### src/rtl/pipeline_stage_skid.sv
// pipeline_stage_skid
// -------------------
// Inter-stage pipeline register with a valid/ready handshake. It holds up to
// two entries: the main register, which is presented downstream, and a skid
// register. The skid register absorbs the entry accepted in the cycle when
// downstream stalls. Because of this, in_ready depends only on registered
// state, so there is no combinational path from out_ready to in_ready.
// Throughput is one entry per cycle.
//
// Entries flagged invalid (bubbles or squashed instructions) are stored with
// the KILL_MASK bits of the payload forced to zero. Any write-enable style
// fields carried by a dead entry therefore can never fire downstream.
//
// Optional feature macro: PIPE_STAGE_PERF_EN
//   When defined, the stall_cycles port and a saturating stall counter are
//   present.
//
// Ports:
//   clk          rising-edge clock
//   rst          asynchronous active-high reset
//   in_valid     upstream entry present
//   in_ready     stage can accept an entry this cycle
//   in_invalid   entry is a bubble/squashed instruction
//   in_payload   upstream packed stage signals
//   out_valid    entry present to downstream
//   out_ready    downstream consumes entry this cycle
//   out_invalid  invalid tag of the presented entry
//   out_payload  presented payload (main register)
//   flush        synchronous discard of all held entries
//   occupancy    entries held: 0, 1 or 2
//   stall_cycles cycles with out_valid & !out_ready, saturating
//                (PIPE_STAGE_PERF_EN only)

module pipeline_stage_skid #(
  parameter int                   PAYLOAD_W   = 128,
  parameter logic [PAYLOAD_W-1:0] KILL_MASK   = {PAYLOAD_W{1'b0}},
  parameter int                   STALL_CNT_W = 16
) (
  input  logic                 clk,
  input  logic                 rst,
  input  logic                 in_valid,
  output logic                 in_ready,
  input  logic                 in_invalid,
  input  logic [PAYLOAD_W-1:0] in_payload,
  output logic                 out_valid,
  input  logic                 out_ready,
  output logic                 out_invalid,
  output logic [PAYLOAD_W-1:0] out_payload,
  input  logic                 flush,
  output logic [1:0]           occupancy
`ifdef PIPE_STAGE_PERF_EN
  ,
  output logic [STALL_CNT_W-1:0] stall_cycles
`endif
);

  typedef enum logic [1:0] {
    EMPTY = 2'd0,
    HALF  = 2'd1,
    FULL  = 2'd2
  } state_t;

  state_t                 state_q, state_d;
  logic [PAYLOAD_W-1:0]   main_payload_q, main_payload_d;
  logic                   main_invalid_q, main_invalid_d;
  logic [PAYLOAD_W-1:0]   skid_payload_q, skid_payload_d;
  logic                   skid_invalid_q, skid_invalid_d;

  logic                   accept;
  logic                   drain;
  logic [PAYLOAD_W-1:0]   in_payload_masked;

  assign in_ready    = (state_q != FULL);
  assign out_valid   = (state_q != EMPTY);
  assign out_payload = main_payload_q;
  assign out_invalid = main_invalid_q;

  assign accept = in_valid & in_ready;
  assign drain  = out_valid & out_ready;

  // Dead entries lose their masked bits at write time. Both the main and the
  // skid register take this same masked value.
  assign in_payload_masked = in_invalid ? (in_payload & ~KILL_MASK) : in_payload;

  always_comb begin
    state_d        = state_q;
    main_payload_d = main_payload_q;
    main_invalid_d = main_invalid_q;
    skid_payload_d = skid_payload_q;
    skid_invalid_d = skid_invalid_q;

    if (flush) begin
      // Flush discards everything, including an entry offered this cycle.
      // The payload registers keep stale data; they are hidden because
      // out_valid is 0.
      state_d = EMPTY;
    end else begin
      case (state_q)
        EMPTY: begin
          if (accept) begin
            state_d        = HALF;
            main_payload_d = in_payload_masked;
            main_invalid_d = in_invalid;
          end
        end
        HALF: begin
          if (accept && drain) begin
            main_payload_d = in_payload_masked;
            main_invalid_d = in_invalid;
          end else if (accept) begin
            // Downstream stalled while upstream delivered: park in skid.
            state_d        = FULL;
            skid_payload_d = in_payload_masked;
            skid_invalid_d = in_invalid;
          end else if (drain) begin
            state_d = EMPTY;
          end
        end
        FULL: begin
          if (drain) begin
            state_d        = HALF;
            main_payload_d = skid_payload_q;
            main_invalid_d = skid_invalid_q;
          end
        end
        default: begin
          state_d = EMPTY;
        end
      endcase
    end
  end

  always_ff @(posedge clk or posedge rst) begin
    if (rst) begin
      state_q        <= EMPTY;
      main_payload_q <= '0;
      main_invalid_q <= 1'b0;
      skid_payload_q <= '0;
      skid_invalid_q <= 1'b0;
    end else begin
      state_q        <= state_d;
      main_payload_q <= main_payload_d;
      main_invalid_q <= main_invalid_d;
      skid_payload_q <= skid_payload_d;
      skid_invalid_q <= skid_invalid_d;
    end
  end

  always_comb begin
    case (state_q)
      HALF:    occupancy = 2'd1;
      FULL:    occupancy = 2'd2;
      default: occupancy = 2'd0;
    endcase
  end

`ifdef PIPE_STAGE_PERF_EN
  logic [STALL_CNT_W-1:0] stall_q, stall_d;

  // Saturates at all-ones. Only rst clears it; flush has no effect.
  always_comb begin
    stall_d = stall_q;
    if (out_valid && !out_ready && (stall_q != {STALL_CNT_W{1'b1}})) begin
      stall_d = stall_q + 1'b1;
    end
  end

  always_ff @(posedge clk or posedge rst) begin
    if (rst) begin
      stall_q <= '0;
    end else begin
      stall_q <= stall_d;
    end
  end

  assign stall_cycles = stall_q;
`else
  // No counter in this build; the width parameter is intentionally unused.
  logic [STALL_CNT_W-1:0] unused_stall_w;
  assign unused_stall_w = '0;
`endif

endmodule

### config.mk
export PLATFORM = sky130hd
export DESIGN_NAME = pipeline_stage_skid
export DESIGN_NICKNAME = d
export VERILOG_FILES = /design/src/rtl/pipeline_stage_skid.sv
export SDC_FILE = /design/constraint.sdc
export NUM_CORES = 1
export LEC_CHECK = 0
export BUFFER_PORTS_ARGS = -buffer_cell sky130_fd_sc_hd__buf_2
export CORE_UTILIZATION = 45
export DETAILED_ROUTE_END_ITERATION = 6
export PLACE_DENSITY = 0.77
export SLEW_MARGIN = 20
export SYNTH_ARGS = -nofsm -noshare
export SYNTH_HDL_FRONTEND = slang
export SYNTH_SLANG_ARGS = --single-unit
### constraint.sdc
create_clock -name clk -period 20.8 [get_ports clk]
set_input_delay 1.04 -clock clk [delete_from_list [all_inputs] [get_ports clk]]
set_output_delay 1.04 -clock clk [all_outputs]
set_load 0.03 [all_outputs]
==> results by stage <==
Pwr:
- For this design the static power due to leakage is 6.731 nW.
- IR analysis of the VDD net gives a maximum drop of 0.06518 mV.
- The ratio of total power to cell area is roughly 110 nW/um^2.
- The completed layout was analyzed and its total power is approximately 1.6 mW.

Floorplan:
- The die footprint is 26,940 sq um.
- The area of the core is between 20,000 and 30,000 sq um.
- The initial utilization of the core area, before any placement, comes to a little under half.
- The floorplan has 58 rows.
- The vertical die dimension is 164.1 um.
- The total I/O pin count is 267.
- From left edge to right edge, the die measures 164.1 um.

Setup path:
- Traced cell by cell, the critical path runs through nand2b_1 -> inv_4 -> buf_2.
- In this run the worst path has a maximum fanout of 54.
- The critical path crosses 3 cells after its start point.
- The data required time at the worst endpoint is 19.76 ns.
- The number of buffers and inverters on the critical path is 2.
- The slowest cell on the critical path is sky130_fd_sc_hd__inv_4.
- The number of cell instances on the worst register-to-register path is 5.
- STA puts the critical path data arrival time at 2.23 ns.
- The critical setup path kind is reg2out.
- The largest single stage delay on the critical path is 0.61 ns.
- STA classifies the critical path endpoint as an output pin.
- The kind of cell adding the most delay to the critical path is buffers and inverters.
- The sort of element at the start of the critical path is a register.

Clock tree:
- Post-CTS timing repair inserted 0 buffers for setup.
- The clock-pin slew on the worst setup and hold paths is approximately 0.060 ns.
- The total CTS buffers is 28.
- TritonCTS built the clock tree.
- In this run the number of H-tree levels came out at 1.
- After clock tree synthesis, the flow added hold-fix buffers numbering 0.
- For the worst-skew pair, the clock arrives at the later sink with an insertion delay of between 0.5 and 0.6 ns.
- The total clock sinks is 260.
- No sink is reached through more buffers than the 3 on the longest clock path.
- The cell sitting at the root of the clock tree is a sky130_fd_sc_hd__clkbuf_16.
- The count of cells resized by post-cts repair is 0.

Logic synthesis:
- The synthesized netlist occupies a cell area of between 10,000 and 15,000 sq um.
- The net count of the mapped netlist is 839.
- The proportion of register bits with asynchronous set or reset after synthesis is 100.0%.
- Synthesis instantiated 24 different standard cells from the library.
- Sequential elements use 55.00% of the synthesized area.
- The top cell type by area accounts for 55.00% of the synthesized area.
- The dominant register cell in the synthesized netlist is sky130_fd_sc_hd__dfrtp_1.
- In this run, synthesis produced a sequential element count of 260.
- In the synthesized netlist, the cells that appear most often are 262 x sky130_fd_sc_hd__mux2_2, 260 x sky130_fd_sc_hd__dfrtp_1, 120 x sky130_fd_sc_hd__mux2_4, 18 x sky130_fd_sc_hd__buf_2, 11 x sky130_fd_sc_hd__buf_12.
- The cell taking the most area after synthesis is sky130_fd_sc_hd__dfrtp_1.
- By area the synthesized netlist is led by sky130_fd_sc_hd__dfrtp_1 55%, sky130_fd_sc_hd__mux2_2 25%, sky130_fd_sc_hd__mux2_4 15%.
- The cell count after synthesis is 705.
- In this run, synthesis inferred 0 flip-flops with an integrated enable.
- The count of yosys warnings during synthesis is 0.
- Dividing the synthesized area by the synthesized cell count gives around 17 sq um.
- sky130_fd_sc_hd__mux2_2 is the most common cell in the netlist.

Timing:
- Setup repair after global routing left no endpoint under its margin.
- The final critical delay including setup and external delays is 3.274 ns.
- The final worst setup slack is 17.53 ns.
- At the pin with the least slew margin, the transition time is 1.060 ns.
- The count of endpoints failing hold in the final timing report was 0.
- Based on the critical path, the design can be clocked at up to 305.4 MHz.
- The post-route setup TNS is 0 ns.
- The setup skew after layout is 0.007852 ns.
- Setup violations remaining at the end of the flow were counted as 0.
- The worst path uses approximately 16% of the clock period.
- The count of pins over their slew limit is 0.
- Headroom to the max-slew limit came out at 29.31%.

Job:
- The tool flagged a number of max-cap violations equal to 0.

Placed design:
- At the placement stage, the worst setup path has a slack of 17.14 ns.
- The global placement routability congestion is ~0.74.
- The number of buffer cells added on primary ports is 266.
- The area after detailed placement is 13,270 sq um.
- The HPWL after detailed placement is 15.06 mm.

Detailed routing:
- Dividing the detail-routed wire length by the instance count gives 18.07 um.
- In the routed layout, each cell is associated on average with a via count of between 5 and 6.
- The iteration-0 DRC count of the detailed router is 310.
- The overall via count from detail_route is 6,655.
- The first detailed-routing pass took 4 iterations.
- Once detail routing completed, the nets flagged for antenna violations numbered 0.
- The total length of routed wires is 23.70 mm.
- The number of remaining DRC errors is 0.

Cells and area:
- The layout net count is 1,100.
- With fillers left out, the area of the finished cells amounts to about 14,000 sq um.
- The post-route netlist has a little under three quarters of its cells at a drive strength greater than 1.
- The relative area change from synthesis to final layout is 19.38%.
- The utilization after layout is 55.44%.

Global routing:
- The first global-routing pass estimated between 30 and 40 mm of wire.
- For this run the aggregate overflow at the end of global routing stands at 0.
- The number of global-route vias before repair is 7,182.
- The overall global routing resource usage is 17.45%.
- The initial antenna violation count was 3.
- The maximum number of pins on one net before global-route repair is 131.

Min path:
- The class of the tightest hold or removal check is reg2reg.
- The count of cells along the worst hold path is 1.

Run status:
- The flow ran to the end, and the final reports show no timing, DRC or antenna violations.
-- state kept, by name, indices dropped and copies added, names as in the netlist --
| name | flops |
|---|---|
| out_payload | 128 |
| state_q | 2 |
| skid_invalid_q | 1 |
| skid_payload_q | 128 |
| out_invalid | 1 |
-- final cells by class --
type                       count  area [sq um]
inverter                       2         17.52
fill                        2051         11350
sequential                   260          6506
multi-input combinational    401          4928
antenna                        2         5.005
timing repair buffer         273          1404
tap                          330         412.9
clock inverter                 4         45.04
clock buffer                  39         803.3
-- metal layers --
metal  track usage [%]  wire length, um  up-vias
li1                  -                -     3049
met1             22.33            10380     3380
met2             29.08            11230      179
met3             4.167             1363       45
met4             5.556              709        2
met5                 0               13        -
-- final timing paths --
kind | to | from | slack [ns]
setup / recovery | occupancy[1] | state_q[0] | 17.53
hold / removal | out_payload[121] | out_payload[121] | 0.48
setup reg to reg | out_payload[56] | state_q[0] | 17.89
hold reg to reg | out_payload[121] | out_payload[121] | 0.48
max in group asynchronous | out_payload[10] | rst | 18.69
min in group asynchronous | out_payload[51] | rst | 0.69
-- power by group --
group | switching (mW) | internal [mW]
sequential | 0.0641 | 0.633
combinational | 0.209 | 0.189
clock | 0.191 | 0.277
-- through the flow --
| stage | std cells | hold WS (ns) |
|---|---|---|
| after floorplan | 705 | 0.4737 |
| after CTS | 1309 | 0.4883 |
| after detailed placement | 1266 | 0.4744 |
| after global placement | 1265 | 0.4619 |
| after global routing | 1310 | 0.5014 |
| final | 1311 | 0.4797 |
-- kinds of logic (layout without fill, tap and decap cells) --
group	Yosys count	in the layout	synth area share (%)
AND/OR/NAND/NOR	9	9	0.4972
buffers and inverters	44	318	3.480
AO/OA/AOI/OAI	4	4	0.2961
other	0	2	0
flip-flops	260	260	55.00
multiplexers	388	388	40.73
-- layout by cell type, fill, tap and decap left out, drive strengths merged --
| cell type | netlist | routed |
|---|---|---|
| or2 | 1 | 1 |
| buf | 36 | 273 |
| mux2i | 1 | 1 |
| dfrtp | 260 | 260 |
| or3b | 1 | 1 |
| bufinv | 0 | 1 |
| or4bb | 1 | 1 |
| nor2b | 1 | 1 |
| nand2 | 2 | 2 |
| diode | 0 | 2 |
| clkbuf | 6 | 39 |
| o21ba | 1 | 1 |
| mux2 | 387 | 387 |
| nand2b | 1 | 1 |
| clkinv | 0 | 3 |
| nor2 | 1 | 1 |
| inv | 2 | 2 |
| a21oi | 1 | 1 |
| o31ai | 2 | 2 |
| nor4b | 1 | 1 |
Note: power is estimated with default switching activity, not from simulation.
